[src/rtl/uart_tx_arbiter.sv]
// Round-robin arbiter sharing one UART TX controller among NUM_REQ byte sources.
// A grant is held for a whole message and paced on the controller's Full flag.
module uart_tx_arbiter #(
    parameter int unsigned NUM_REQ      = 4,
    parameter int unsigned LOCK_TIMEOUT = 1023
) (
    input  logic                   Clock_50,
    input  logic                   Resetn,
    input  logic                   Enable,
    input  logic [NUM_REQ-1:0]     req_valid,
    input  logic [8*NUM_REQ-1:0]   req_data,
    input  logic [NUM_REQ-1:0]     req_last,
    output logic [NUM_REQ-1:0]     req_ready,
    output logic                   tx_Enable,
    output logic                   tx_Load_data,
    output logic [7:0]             tx_w_data,
    input  logic                   tx_Full,
    output logic [2:0]             grant_id,
    output logic                   locked,
    output logic                   lock_abort
);

    localparam int unsigned IDX_W = 3;
    localparam int unsigned CNT_W = $clog2(LOCK_TIMEOUT + 1);

    typedef enum logic [2:0] {
        IDLE,
        LOAD,
        WAIT_ACK,
        WAIT_DRAIN,
        HOLD
    } state_t;

    state_t             state;
    logic [IDX_W-1:0]   rr_ptr;
    logic [CNT_W-1:0]   hold_cnt;

    // Requester vectors padded to 8 entries so a 3-bit index always fits exactly
    logic [7:0]         valid_pad;
    logic [7:0]         last_pad;
    logic [63:0]        data_pad;

    logic [3:0]         cand;
    logic               win_found;
    logic [IDX_W-1:0]   win_idx;
    logic [IDX_W-1:0]   sel_idx;
    logic [7:0]         sel_data;
    logic               sel_last;
    logic [NUM_REQ-1:0] sel_onehot;
    logic               do_issue;

    assign valid_pad = 8'(req_valid);
    assign last_pad  = 8'(req_last);
    assign data_pad  = 64'(req_data);

    function automatic logic [IDX_W-1:0] next_idx(input logic [IDX_W-1:0] idx);
        return (idx == IDX_W'(NUM_REQ - 1)) ? '0 : idx + IDX_W'(1);
    endfunction

    // First valid requester at or after rr_ptr, wrapping modulo NUM_REQ
    always_comb begin
        cand      = '0;
        win_found = 1'b0;
        win_idx   = '0;
        for (int unsigned i = 0; i < NUM_REQ; i++) begin
            cand = 4'(rr_ptr) + 4'(i);
            if (cand >= 4'(NUM_REQ)) begin
                cand = cand - 4'(NUM_REQ);
            end
            if (!win_found && valid_pad[cand[IDX_W-1:0]]) begin
                win_found = 1'b1;
                win_idx   = cand[IDX_W-1:0];
            end
        end
    end

    // While a message is locked only the current owner may load
    always_comb begin
        sel_idx  = (state == HOLD) ? grant_id : win_idx;
        sel_data = data_pad[{sel_idx, 3'b000} +: 8];
        sel_last = last_pad[sel_idx];
        for (int unsigned i = 0; i < NUM_REQ; i++) begin
            sel_onehot[i] = (sel_idx == IDX_W'(i));
        end
        do_issue = ((state == IDLE) && Enable && !tx_Full && win_found) ||
                   ((state == HOLD) && Enable && valid_pad[grant_id]);
    end

    always_ff @(posedge Clock_50 or negedge Resetn) begin
        if (!Resetn) begin
            state        <= IDLE;
            rr_ptr       <= '0;
            hold_cnt     <= '0;
            req_ready    <= '0;
            tx_Enable    <= 1'b0;
            tx_Load_data <= 1'b0;
            tx_w_data    <= '0;
            grant_id     <= '0;
            locked       <= 1'b0;
            lock_abort   <= 1'b0;
        end else begin
            tx_Enable    <= Enable;
            tx_Load_data <= 1'b0;
            req_ready    <= '0;
            lock_abort   <= 1'b0;

            if (do_issue) begin
                grant_id     <= sel_idx;
                tx_Load_data <= 1'b1;
                tx_w_data    <= sel_data;
                req_ready    <= sel_onehot;
                locked       <= !sel_last;
                if (sel_last) begin
                    rr_ptr <= next_idx(sel_idx);
                end
            end

            case (state)
                IDLE: begin
                    if (do_issue) begin
                        state <= LOAD;
                    end
                end
                LOAD: begin
                    state <= WAIT_ACK;
                end
                WAIT_ACK: begin
                    if (tx_Full) begin
                        state <= WAIT_DRAIN;
                    end
                end
                WAIT_DRAIN: begin
                    if (!tx_Full) begin
                        state <= locked ? HOLD : IDLE;
                    end
                end
                HOLD: begin
                    if (do_issue) begin
                        hold_cnt <= '0;
                        state    <= LOAD;
                    end else if (hold_cnt == CNT_W'(LOCK_TIMEOUT - 1)) begin
                        hold_cnt   <= '0;
                        lock_abort <= 1'b1;
                        locked     <= 1'b0;
                        rr_ptr     <= next_idx(grant_id);
                        state      <= IDLE;
                    end else begin
                        hold_cnt <= hold_cnt + CNT_W'(1);
                    end
                end
                default: begin
                    state <= IDLE;
                end
            endcase
        end
    end

endmodule

[config.mk]
export PLATFORM = sky130hd
export DESIGN_NAME = uart_tx_arbiter
export DESIGN_NICKNAME = d
export VERILOG_FILES = /design/src/rtl/uart_tx_arbiter.sv
export SDC_FILE = /design/constraint.sdc
export NUM_CORES = 1
export LEC_CHECK = 0
export ABC_AREA = 1
export BUFFER_PORTS_ARGS = -buffer_cell sky130_fd_sc_hd__buf_2
export CORE_ASPECT_RATIO = 0.5
export CORE_UTILIZATION = 45
export CTS_CLUSTER_SIZE = 14
export DETAILED_ROUTE_END_ITERATION = 10
export GPL_TIMING_DRIVEN = 0
export PLACE_DENSITY = 0.8
export SLEW_MARGIN = 20
export SYNTH_ARGS = -nofsm -noshare
export SYNTH_HDL_FRONTEND = slang
export SYNTH_SLANG_ARGS = --single-unit
[constraint.sdc]
create_clock -name Clock_50 -period 3.1 [get_ports Clock_50]
set_input_delay 0.465 -clock Clock_50 [delete_from_list [all_inputs] [get_ports Clock_50]]
set_output_delay 0.465 -clock Clock_50 [all_outputs]
set_load 0.03 [all_outputs]
==> flow_summary.yaml <==
run:
  timing.max_cap.violations: 0
outcome:
  status: "complete, no violations"
power:
  ir_worst_vdd_mv: 0.9844
  power_uw: 3769
  power_density_nw_per_um2: 1333
  power.leakage_uw: 0.001493
finish:
  area_delta_synth_final_pct: 22.04
  nets: 425
  drive_above_1_share: 0.3137
  antennaDiodeCount: 0
critical_path:
  cpPeakStageDelay_ps: 500
  cp-end-kind: "flop"
  cpMostUsedCell: "nand3_1"
  regToRegSetupSlack_ps: 320
  crit_path_start_kind: "flop"
  critical_path_class: "reg -> reg"
  required_ps: 3280
  crit_slowest_cell: "dfrtp_1"
  cp_max_fo: 11
  worst_ep_arrival_time_ps: 2960
  crit_chain: "inv_2 -> ha_1 -> inv_1 -> nand3_1 -> nand3_2 -> nand3_4 -> nor2_4 -> nor2_2 -> nand2_2 -> nand2_4 -> buf_6 -> buf_8 -> ha_1 -> nand2_1 -> nand3_1 -> nand3_1 -> nand2_1"
timing:
  tightest_slew_ps: 767.5
  fin_ws_ps: 323.0
  hold_violations: 0
  fin_crit_ps: 2777
  setup_tns_ps: 0
  rsz0062_at_grt: "false"
  max-slew-margin-rel: 0.4883
  finClkSkew_ps: 4.065
  fmax_mhz: 360.1
  setup_viol: 0
  finalMaxSlewViolations: 0
  fin_crit_sh: 0.8958
clock_tree:
  clk_pin_slew_ps: 70
  cts_setup_buffers: 0
  clk_path_buf_depth: 2
  clock-sinks: 35
  root_buffer: "clkbuf_8"
  hold_buffers: 0
  ctsHtreeMaxLevel: 2
  cts_resized: 0
  cts_tree: "done"
  cts-buffers-inserted: 5
  insertion_delay_ps: 290
drt:
  first_iter_violations: 134
  drt_drc_violations_left: 0
  vias_per_cell: 5.025
  drt_wl_total_um: 5509
  vias: 2226
  wl_per_cell_um: 12.44
  dr.pass1.iters: 4
  drtAntennaViolNets: 0
synthesis:
  yosysTopAreaCell: "dfrtp_1"
  seq_area_frac_synth: 0.3782
  netlist-cell-type-count: 32
  syn_avg_cell_area_um2: 7.643
  yosys-top-cells-area: "dfrtp_1, nand2_1, ha_1"
  synth_top_area_frac: 0.3782
  synth.net_count: 356
  synth_warnings: 0
  synthCells: 303
  ys_seq_elements: 35
  synth_area_um2: 2316
die:
  die_h_um: 52.73
  dieWidth_um: 103.5
  die-area_um2: 5455
  coreArea_um2: 4932
  floorplan.initialDensity: 0.4696
  pin_count: 63
  num_rows: 18
grt:
  first_global_vias: 2138
  grt_pass1_wl_um: 9163
  grt_max_degree: 36
  track_usage: 0.2231
  grt.overflow.total: 0
  antenna_found_initial: 0
placement:
  portBuffers: 62
  dpl_worst_slack_ps: 350.4
  hpwl_um: 4293
  place.gp.congestion: 0.8873
hold_path:
  hold_class: "in -> async"
state kept, by name, summed over array words and instances (netlist names), 3 cells and up:
signal	cells
state	3
rr_ptr	3
req_ready	4
hold_cnt	10
tx_w_data	8
grant_id	3
worst max-delay path, delay by kind of cell (launching register included):
kind                       cells  cell delay [ps]
and+or+nand+nor               11              980
adders and majority gates      2              660
buffers and inverters          4              540
DFF                            1              500
metal layers:
metal / routed length (µm) / vias to the layer above / GRT usage
li1: - / 1121 / -
met1: 2532 / 1025 / 0.2692
met2: 2614 / 74 / 0.3940
met3: 320 / 6 / 0.05867
met4: 41 / 0 / 0.06573
met5: 0 / - / 0
layout by cell type (no fill, tap or decap), types with 9 or more instances in the layout:
cell type,count
buf_2,64
nand2_1,67
nand3_1,19
o22ai_1,16
ha_1,9
nand2_2,11
dfrtp_1,35
nor2_2,10
o21ai_0,21
inv_1,29
nor2_1,28
synthesized netlist by cell type:
cell,count
inv_1,29
clkbuf_1,1
o22ai_1,16
inv_2,4
o21a_1,1
o21ai_1,6
or3_4,1
nand3b_1,1
buf_4,2
dfrtp_1,35
buf_8,1
nor2_1,28
o21ai_0,21
nor2_4,1
nand2_2,11
nor4_1,1
and3_2,1
nand2_1,67
xor2_1,7
nand3_1,19
nand2_4,3
inv_4,3
nor3_1,2
nand3_4,1
ha_1,9
nand3_2,4
a21oi_1,7
buf_6,3
buf_2,2
xnor2_1,1
nand4_1,5
nor2_2,10
where the power goes:
part           total (µW)  switching (µW)  leakage [µW]  internal [µW]
registers             794             156      0.000438            639
logic                2570            1650      0.000997            918
clock network         409             169     0.0000581            239
logic make-up (layout without fill, tap and decap cells):
kind of cell / Yosys count / after routing / share of synthesized area
AND/OR/NAND/NOR: 155 / 155 / 0.3279
XOR/XNOR: 8 / 8 / 0.03026
flip-flops: 35 / 35 / 0.3782
buffers and inverters: 45 / 115 / 0.09507
AO/OA/AOI/OAI: 51 / 51 / 0.1199
adder cells (fa/ha/maj): 9 / 9 / 0.04862
path summary, 6_finish.rpt:
| path | to | startpoint | cells past startpoint |
|---|---|---|---|
| min in group Clock_50 | tx_Enable$_DFF_PN0_ | Enable | 1 |
| worst min-delay path | tx_w_data[6]$_DFFE_PN0N_ | Resetn | 1 |
| max in group asynchronous | hold_cnt[5]$_DFFE_PN0P_ | Resetn | 1 |
| worst max-delay path | rr_ptr[1]$_DFF_PN0_ | rr_ptr[0]$_DFF_PN0_ | 17 |
| worst min register to register | tx_w_data[6]$_DFFE_PN0N_ | tx_w_data[6]$_DFFE_PN0N_ | 2 |
| worst max register to register | rr_ptr[1]$_DFF_PN0_ | rr_ptr[0]$_DFF_PN0_ | 17 |
final cells by class:
type / count / area, µm²
fill: 436 / 2106
multi-input combinational: 223 / 1220
sequential: 35 / 875.8
timing repair buffer: 62 / 310.3
inverter: 36 / 142.6
tap: 70 / 87.58
buffer: 9 / 77.57
clock buffer: 5 / 68.82
clock inverter: 3 / 43.79
per-stage QoR:
stage	utilization	hold slack (ps)	instances	cell area, µm²
6_report	0.5731	241.3	443	2826
5_1_grt	0.5731	309.4	443	2826
2_1_floorplan	-	169.4	303	2316
3_3_place_gp	0.5502	457.3	435	2714
4_1_cts	0.5731	268.5	443	2826
3_5_place_dp	0.5502	462.3	435	2714
(Power assumes the default switching activity.)
